==> src/rtl/q2_sequencer.sv <==
// Control sequencer for a bit-serial CPU: fetches an instruction, optionally dereferences,
// then runs a WIDTH-cycle serial ALU pass or a single store/jump step.
module q2_sequencer #(
  parameter int WIDTH = 8,
  parameter int CNT_W = $clog2(WIDTH)
) (
  input  logic       clk,
  input  logic       rst_n,
  input  logic       run,
  input  logic       step,
  input  logic       mem_rdy,
  input  logic [2:0] opcode,
  input  logic       deref,
  input  logic       f,
  input  logic       x0,
  input  logic       alu_cout,
  input  logic       dbus_msb,
  input  logic       dep_sw,
  input  logic       incp_db,
  output logic [2:0] state,
  output logic       busy,
  output logic       rdp,
  output logic       rdx,
  output logic       rda,
  output logic       rdm,
  output logic       wro,
  output logic       wra,
  output logic       wrx,
  output logic       wrp,
  output logic       wrm,
  output logic       wrf,
  output logic       incp,
  output logic       fout,
  output logic [1:0] xhin_sel,
  output logic       xlin_sel
);

  typedef enum logic [2:0] {
    S_IDLE   = 3'd0,
    S_FETCH  = 3'd1,
    S_DECODE = 3'd2,
    S_DEREF  = 3'd3,
    S_LOAD   = 3'd4,
    S_ALU    = 3'd5,
    S_EXEC   = 3'd6
  } state_e;

  localparam logic [CNT_W-1:0] CntLast = CNT_W'(WIDTH - 1);

  state_e           state_q, state_d;
  logic [CNT_W-1:0] cnt_q, cnt_d;
  logic             step_q, step_d;
  logic             exit_instr;

  always_ff @(posedge clk or negedge rst_n) begin
    if (!rst_n) begin
      state_q <= S_IDLE;
      cnt_q   <= '0;
      step_q  <= 1'b0;
    end else begin
      state_q <= state_d;
      cnt_q   <= cnt_d;
      step_q  <= step_d;
    end
  end

  // Memory handshake: a memory state issues its read/write enable every cycle and
  // waits; the cycle with mem_rdy=1 is the completing cycle, and only that cycle
  // carries the capturing write strobe and advances the state.
  always_comb begin
    state_d    = state_q;
    cnt_d      = cnt_q;
    step_d     = step_q;
    exit_instr = 1'b0;
    rdp        = 1'b0;
    rda        = 1'b0;
    rdm        = 1'b0;
    wro        = 1'b0;
    wra        = 1'b0;
    wrx        = 1'b0;
    wrp        = 1'b0;
    wrm        = 1'b0;
    wrf        = 1'b0;
    incp       = 1'b0;
    fout       = 1'b0;
    xhin_sel   = 2'd0;
    xlin_sel   = 1'b0;

    case (state_q)
      S_IDLE: begin
        wrm  = dep_sw;
        incp = incp_db;
        if (run) begin
          state_d = S_FETCH;
        end else if (step) begin
          state_d = S_FETCH;
          step_d  = 1'b1;
        end
      end

      S_FETCH: begin
        rdp      = 1'b1;
        xhin_sel = dbus_msb ? 2'd2 : 2'd1;
        if (mem_rdy) begin
          wro     = 1'b1;
          wrx     = 1'b1;
          incp    = 1'b1;
          state_d = S_DECODE;
        end
      end

      S_DECODE: begin
        if (deref)          state_d = S_DEREF;
        else if (!opcode[2]) state_d = S_LOAD;
        else                state_d = S_EXEC;
      end

      S_DEREF: begin
        rdm      = 1'b1;
        xhin_sel = 2'd3;
        if (mem_rdy) begin
          wrx     = 1'b1;
          state_d = opcode[2] ? S_EXEC : S_LOAD;
        end
      end

      S_LOAD: begin
        rdm      = 1'b1;
        xhin_sel = 2'd3;
        if (mem_rdy) begin
          wrx     = 1'b1;
          cnt_d   = '0;
          state_d = S_ALU;
        end
      end

      S_ALU: begin
        xlin_sel = 1'b1;
        wra      = 1'b1;
        wrx      = 1'b1;
        if (cnt_q == CntLast) begin
          // Flag is captured only once, from the final serial bit.
          wrf        = 1'b1;
          cnt_d      = '0;
          exit_instr = 1'b1;
          case (opcode)
            3'd0, 3'd1: fout = 1'b1;
            3'd2:       fout = alu_cout;
            3'd3:       fout = x0 | alu_cout;
            default:    fout = 1'b0;
          endcase
        end else begin
          cnt_d = cnt_q + CNT_W'(1);
        end
      end

      S_EXEC: begin
        rda = 1'b1;
        case (opcode)
          3'd5: begin
            if (mem_rdy) begin
              wrm        = 1'b1;
              exit_instr = 1'b1;
            end
          end
          3'd6: begin
            wrp        = 1'b1;
            exit_instr = 1'b1;
          end
          3'd7: begin
            wrp        = ~f;
            exit_instr = 1'b1;
          end
          default: exit_instr = 1'b1;
        endcase
      end

      default: state_d = S_IDLE;
    endcase

    // A pending single-step always returns to IDLE, even if run rose meanwhile.
    if (exit_instr) begin
      if (run && !step_q) begin
        state_d = S_FETCH;
      end else begin
        state_d = S_IDLE;
        step_d  = 1'b0;
      end
    end
  end

  assign state = state_q;
  assign busy  = (state_q != S_IDLE);
  assign rdx   = (state_q != S_IDLE) && (state_q != S_FETCH);

endmodule

==> config.mk <==
export PLATFORM = sky130hd
export DESIGN_NAME = q2_sequencer
export DESIGN_NICKNAME = d
export VERILOG_FILES = /design/src/rtl/q2_sequencer.sv
export SDC_FILE = /design/constraint.sdc
export NUM_CORES = 1
export LEC_CHECK = 0
export CAP_MARGIN = 20
export CORE_MARGIN = 2
export CORE_UTILIZATION = 39
export DETAILED_ROUTE_END_ITERATION = 16
export MAX_ROUTING_LAYER = met4
export PLACE_DENSITY = 0.76
export SLEW_MARGIN = 20
export SYNTH_ARGS = -nofsm -noshare
export SYNTH_HDL_FRONTEND = slang
export SYNTH_SLANG_ARGS = --single-unit
==> constraint.sdc <==
create_clock -name clk -period 1.65 [get_ports clk]
set_input_delay 0.165 -clock clk [delete_from_list [all_inputs] [get_ports clk]]
set_output_delay 0.165 -clock clk [all_outputs]
set_load 0.02 [all_outputs]
Word level (Yosys, flattened, before mapping)
Index checks and enable logic that the tools add are counted.
{"block": "op_classes", "add_sub_neg": 1, "n_eq_ne": 20, "n_mux": 39, "bitwise": 2, "reduce_logical": 13}
{"op": "3-bit 2-to-1 mux", "n": 9}
{"op": "3-bit == test (second input constant)", "n": 7}
{"op": "1-bit 2-to-1 mux", "n": 19}
{"op": "3-bit one-hot mux with 6 select lines", "n": 1}
{"op": "3-bit by 2-bit == test with 1-bit output (second input constant)", "n": 4}
{"op": "1-bit one-hot mux with 2 select lines", "n": 5}
{"op": "3-bit != test (second input constant)", "n": 3}
{"op": "3-bit by 1-bit == test with 1-bit output (second input constant)", "n": 2}
{"op": "3-bit zero test", "n": 2}
{"op": "3-bit one-hot mux with 2 select lines", "n": 1}
{"op": "2-bit OR reduction", "n": 3}
{"op": "5-bit AND reduction", "n": 1}
{"op": "2-bit 2-to-1 mux", "n": 2}
{"op": "4-bit != test (second input constant)", "n": 1}
{"op": "2-bit one-hot mux with 2 select lines", "n": 1}
{"op": "3-bit by 1-bit adder with 3-bit output (second input constant)", "n": 1}
{"op": "3-bit by 1-bit != test with 1-bit output (second input constant)", "n": 1}
{"op": "1-bit one-hot mux with 3 select lines", "n": 1}
{"op": "3-bit nonzero test", "n": 1}
{"op": "3-bit OR reduction", "n": 1}
{"op": "1-bit logical AND", "n": 2}
{"op": "2-bit by 1-bit != test with 1-bit output (second input constant)", "n": 1}
{"op": "2-bit != test (second input constant)", "n": 1}
{"op": "2-bit AND reduction", "n": 1}
{"op": "4 further kinds", "n": 4}
{"block": "word_totals", "reg_bits": 7, "inputBits": 15, "output_inout_bits": 19, "word_cells": 78}

Logic depth before layout (Yosys ltp)
Gate-level depths: netlist of run 1.
{"block": "logic_depth", "depth_word": 5, "mapped_depth": 6}

Least setup slack after synthesis of run 1
Ideal clock, no wire load.
{"block": "synth_path", "kind": "register to output", "startpoint": "register state_q[0] (netlist: state[0])", "endpoint": "output wrp", "arrival_time_ns": 1.760, "required_ns": 1.485, "slack_ns": -0.275, "stages_incl_launch_ff": 4, "path_cell_list": "dfrtp_1 -> clkbuf_2 -> nand3b_2 -> a2111oi_1"}
{"block": "synth_via", "elab_chain_cells": 2}
{"element": "start: declaration", "line": "50", "source": "state_e state_q, state_d;"}
{"element": "start signal: assignment", "line": "61", "source": "state_q <= state_d;"}
{"element": "3-bit == test", "line": "89", "source": "case (state_q)"}
{"element": "1-bit 2-to-1 mux", "line": "89"}
{"element": "end: declaration", "line": "29", "source": "output logic wrp,"}
No other way between the ends.

Worst setup path after layout of run 1
{"block": "layout_path", "startpoint": "register state_q[2] (netlist: state[2])", "endpoint": "output xhin_sel[0]"}
{"block": "layout_via", "elab_chain_cells": 3}
{"element": "3-bit == test or 3-bit by 2-bit == test with 1-bit output (tied branches)", "line": "89"}
{"element": "2-bit OR reduction (no source line)"}
{"element": "2-bit one-hot mux with 2 select lines (*)", "line": "89"}
{"element": "end: declaration", "line": "34", "source": "output logic [1:0] xhin_sel,"}
Mark *: on every way between the ends. The rest lies on a longest branch, timed or not.

==> qor.yml, run 1 <==
status: "complete, but fails checks"
violations: "setup timing"
routed_via_density: 5.19
io_pins: 34
finalSetupViolCount: 2
synth_area_per_cell_um2: 8.13
worstSetupEndpointType: "primary output"
grt_pass1_wl_um: 3130
row_count: 14
io_buffer_count: 33
max-cap-violations: 0
cts_sinks: 7
power_per_cell_area_nw_per_um2: 1780
coreArea_um2: 1560
area_growth_pct: 74.1
ys_types: 41
synth_warnings: 0
initial_core_util_pct: 42.8
leakage_uw: 0.000591
seq_area_frac_synth_pct: 26.3
numCtsBuffers: 3
path_common_cell: "buf_6"
multiInputGateArea_um2: 459
ir_worst_vdd_v: 0.00106
gp_congestion: 0.879
synthArstFlopShare_pct: 100
final_cell_mix: "buf_4, clkdlybuf4s50_1, inv_1"
path_class: "reg2out"
fin_setup_tns_ps: -35.9
die_h_um: 45.4
overflow: 0
fin_crit_ps: 1670
syn_inst: 82
ctsHoldBuffers: 0
rsz0062_at_grt: "true"
die_area_um2: 2060
antenna_found_initial: 0
drive_gt1_share_pct: 39.8
hold_path_class: "in2async"
cpPeakStageDelay_ps: 440
cpMaxStageDelayCell: "dfrtp_2"
die_width_um: 45.4
finalCritPeriodShare_pct: 101
firstDrtPassIters: 4
synth_area_um2: 667
ant_nets: 0
worst_pin_slew_ps: 302
nFillCells: 128
layout_commonest_cell: "buf_4"
synth-edff-count: 0
crit_path_cell_trace: "buf_6 > buf_6 > nor3b_4 > buf_4 > a21o_1 > buf_6"
first_global_vias: 745
worstPathMaxFanout: 5
dpl.hpwl_um: 1490
synth_nets: 99
ys_ff_latch: 7
grt.total_usage_pct: 22.3
clockBufferDepth: 2
drc: 0
slew_headroom_pct: 79.8
final-seq-area_um2: 178
first_iter_violations: 4
setup_slack_ps: -19.0
vias: 773
fin_nets: 151
fmax_ghz: 0.599
cts_tree: "built"
clk_latency_ps: 250
path_clk_slew_ps: 50
cp_num_buf_inv: 4
slew_viol_final: 0
cp_top_family: "buffers and inverters"
htreeDepth: 1
n_antenna_cell: 0
power_uw: 2070
critPathRequiredTime_ps: 1480
hold_viol: 0
root_buffer: "clkbuf_4"
grt_max_degree: 14
crit_arrival_ps: 1500
synthFlopType: "dfrtp_1"
wl_um: 1910
fin_skew_ps: 1.00
wl_per_cell_um: 12.8
worst_setup_path_start_kind: "flip-flop"
-- state kept, by name, summed over array words and instances, names as in the netlist --
name and cells:
cnt_q 3, step_q 1, state 3
-- worst reg2reg max path, delay by kind of cell (launching register included) --
kind,cells,cell delay (ps)
compound gates,3,590
buf+inv,2,290
flops,1,440
simple gates,1,130
-- cells in the mapped netlist (2+ instances only) --
library cell	instances	area share, %
dfrtp_1	7	26
buf_2	3	2.3
a22o_1	3	3.9
o21ai_0	3	2.3
buf_6	2	3.4
nand2b_1	4	3.8
ha_1	2	3.8
inv_1	8	4.5
nor2_1	8	4.5
and3b_1	2	2.6
a21o_1	2	2.3
nand2_1	3	1.7
a21oi_1	7	5.3
-- worst paths after layout --
check                                startpoint                   end  slack, ps  cells past startpoint
max in group asynchronous                 rst_n  state[1]$_DFFE_PN0P_       1240                      1
setup / recovery           state[2]$_DFFE_PN0P_           xhin_sel[0]        -20                      6
setup reg to reg           state[2]$_DFFE_PN0P_  state[2]$_DFFE_PN0P_         90                      6
min in group clk           cnt_q[2]$_DFFE_PN0P_  cnt_q[2]$_DFFE_PN0P_        510                      1
hold / removal                            rst_n  cnt_q[2]$_DFFE_PN0P_        160                      1
hold reg to reg            cnt_q[2]$_DFFE_PN0P_  cnt_q[2]$_DFFE_PN0P_        510                      1
-- report_power, final --
part	internal (uW)	switching, uW	total, uW
Sequential	256	75.8	331
Clock	92.3	63.1	155
Combinational	785	796	1580
Total	1130	935	2070
-- kinds of logic after synthesis --
kind of cell / share of synthesized area, %
buffers and inverters: 12.0
adder cells (fa/ha/maj): 3.75
flip-flops: 26.3
AND/OR/NAND/NOR: 27.4
AO/OA/AOI/OAI: 29.1
multiplexers: 1.50
-- routing by layer --
layer	global-route usage, %	vias to the layer above	wire, um
met3	1.20	5	68
met1	25.9	352	804
met4	15.9	0	47
met5	-	-	0
li1	-	393	-
met2	36.3	23	993
-- metrics by stage --
stage          util, %  worst slack, ps  cell area (um2)  hold slack [ps]  instances
2_1_floorplan        -            -11.7              689             -131         82
3_3_place_gp      72.2             -210             1120              439        142
3_5_place_dp      72.2             -220             1120              440        142
4_1_cts           73.4            -49.3             1140              165        148
5_1_grt           74.5            -85.2             1160              196        149
6_report          74.5            -19.0             1160              162        149
-- timing repair --
action,CTS,global route
setup buffers,2,1
setup endpoints to repair,17,11
pin swaps,3,2
cloned,0,0
resized for setup,59,16
-- area by class of cell --
cell class                 count  share of cell area (%)
multi-input combinational     60                    39.5
timing repair buffer          54                    38.6
tap                           16                    1.72
clock buffer                   4                    2.26
inverter                       8                    2.59
sequential                     7                    15.3
Note: power is estimated with default switching activity, not from simulation.
==> run 2, diff against run 1 <==
- CTS_BUF_LIST: unset -> sky130_fd_sc_hd__clkbuf_16
==> qor.yml, run 2 (synthesis gave the netlist of run 1 again) <==
status: "completed"
power_frac_comb_pct: 66.7  # -9.8 points
wl_per_cell_um: 12.0  # -6.7%
overflow: 0  # unchanged
finalCritPeriodShare_pct: 96.6  # -4.5 points
die_area_um2: 2060  # unchanged
fmax_ghz: 0.627  # +4.7%
dpl.hpwl_um: 1490  # unchanged
seqPwrFrac_pct: 15.3  # -0.7 points
fin_setup_tns_ps: 0  # +35.9 ps
sw_frac_of_total_pct: 41.8  # -3.4 points
cts_sinks: 7  # unchanged
worst_pin_slew_ps: 313  # +11.6 ps
cp_top_family: "buffers and inverters"
layout_commonest_cell: "buf_4"
n_antenna_cell: 0  # unchanged
routed_via_density: 5.01  # -3.5%
hold_path_class: "in2async"
htreeDepth: 1  # unchanged
final_cells: 147  # -1.3%
vias: 736  # -4.8%
die_width_um: 45.4  # unchanged
critPathRequiredTime_ps: 1480  # about the same
path_clk_slew_ps: 40  # about the same
final_cell_mix: "buf_4, clkdlybuf4s50_1, inv_1"
first_global_vias: 735  # -1.3%
root_buffer: "clkbuf_16"
crit_arrival_ps: 1430  # -70 ps
grt_pass1_wl_um: 3170  # +1.1%
cp_num_buf_inv: 2  # -2
fin_crit_ps: 1590  # -74.4 ps
worstPathMaxFanout: 6  # +1
worstSetupEndpointType: "primary output"
placed_cells: 142  # unchanged
antenna_found_initial: 0  # unchanged
slew_viol_final: 0  # unchanged
io_buffer_count: 33  # unchanged
area_growth_pct: 77.1
cpMaxStageDelayCell: "dfrtp_2"
cts_tree: "built"
firstDrtPassIters: 4  # unchanged
internal_power_uw: 1270  # +12%
max-cap-violations: 0  # unchanged
die_h_um: 45.4  # unchanged
path_class: "reg2out"
slew_headroom_pct: 79.1  # -0.77 points
grt_max_degree: 14  # unchanged
ant_nets: 0  # unchanged
finalSetupViolCount: 0  # -2
power_switching_uw: 914  # -2.2%
leakage_uw: 0.000595  # +0.54%
clockBufferDepth: 2  # unchanged
crit_path_cell_trace: "buf_4 > nor3b_4 > clkdlybuf4s15_1"
row_count: 14  # unchanged
rsz0062_at_grt: "true"
first_iter_violations: 12  # +8
drive_gt1_share_pct: 35.1  # -4.7 points
io_pins: 34  # unchanged
ir_worst_vdd_v: 0.00128  # +21%
fin_nets: 149  # -1.3%
hold_viol: 0  # unchanged
drc: 0  # unchanged
wl_um: 1760  # -7.9%
fin_skew_ps: 2.17  # +1.16 ps
initial_core_util_pct: 42.8  # unchanged
cpPeakStageDelay_ps: 450  # about the same
grt.total_usage_pct: 21.8  # -0.53 points
coreArea_um2: 1560  # unchanged
clock_power_share_pct: 18.1  # +11 points
clk_latency_ps: 230  # -20 ps
numCtsBuffers: 3  # unchanged
worst_setup_path_start_kind: "flip-flop"
power_per_cell_area_nw_per_um2: 1850  # +4.0%
gp_congestion: 0.879  # unchanged
-- run 2: cell types whose count changed in the layout (fill, tap and decap cells not counted), moves of 2 or more --
| cell | change |
|---|---|
| dlygate4sd2_1 | +2 |
| clkbuf_16 | +3 |
| clkbuf_2 | -2 |
| clkbuf_4 | -3 |
| buf_4 | -2 |
| buf_6 | -4 |
| clkdlybuf4s15_1 | +2 |
| buf_2 | +2 |
-- run 2: power groups by stage --
stage / Combinational (uW) / Clock (uW) / Sequential, uW
2_1_floorplan: 901 / 0 / 345
3_3_place_gp: 1540 / 0 / 325
3_5_place_dp: 1570 / 0 / 327
4_1_cts: 1470 / 404 / 332
5_1_grt: 1590 / 416 / 350
6_report: 1460 / 396 / 334
-- run 2: worst paths after layout --
kind / from / slack [ps] / end / depth (start not counted)
max: state[2]$_DFFE_PN0P_ / 60 / rdp / 3
min: rst_n / 200 / cnt_q[2]$_DFFE_PN0P_ / 1
max reg2reg: state[2]$_DFFE_PN0P_ / 70 / state[2]$_DFFE_PN0P_ / 6
min reg2reg: cnt_q[2]$_DFFE_PN0P_ / 510 / cnt_q[2]$_DFFE_PN0P_ / 1
max in group asynchronous: rst_n / 1200 / state[2]$_DFFE_PN0P_ / 1
min in group clk: cnt_q[2]$_DFFE_PN0P_ / 510 / cnt_q[2]$_DFFE_PN0P_ / 1
-- run 2: final cells by class --
cell class	instances	area, um2
well taps	16	20.0
repair buffers	52	425
clock inverters	1	3.75
multi-input cells	60	449
clock buffers	3	75.1
fillers	126	378
flip-flops and latches	7	178
inverters	8	30.0
-- run 2: metrics by stage --
| step | hold WS [ps] | total power [uW] | worst slack [ps] | instance area [um2] | utilization, % |
|---|---|---|---|---|---|
| after floorplan | -131 | 1250 | -11.7 | 689 | - |
| after global placement | 439 | 1860 | -210 | 1120 | 72.2 |
| after detailed placement | 440 | 1890 | -220 | 1120 | 72.2 |
| after CTS | 202 | 2210 | 0.601 | 1190 | 76.4 |
| after global routing | 233 | 2350 | -31.5 | 1180 | 75.8 |
| final | 198 | 2190 | 55.4 | 1180 | 75.8 |
-- run 2: what timing repair did --
action | 4_1_cts | 5_1_grt
pin swaps | 0 | 2
hold buffers | 0 | 0
resized for setup | 43 | 14
gates cloned | 0 | 0
setup buffers | 1 | 0
setup endpoints to repair | 17 | 12
-- run 2: metal layers --
metal	vias up	routed length [um]	track usage [%]
met1	328	810	26.5
met5	-	0	-
li1	386	-	-
met3	2	62	3.60
met4	0	8	7.06
met2	20	881	36.3
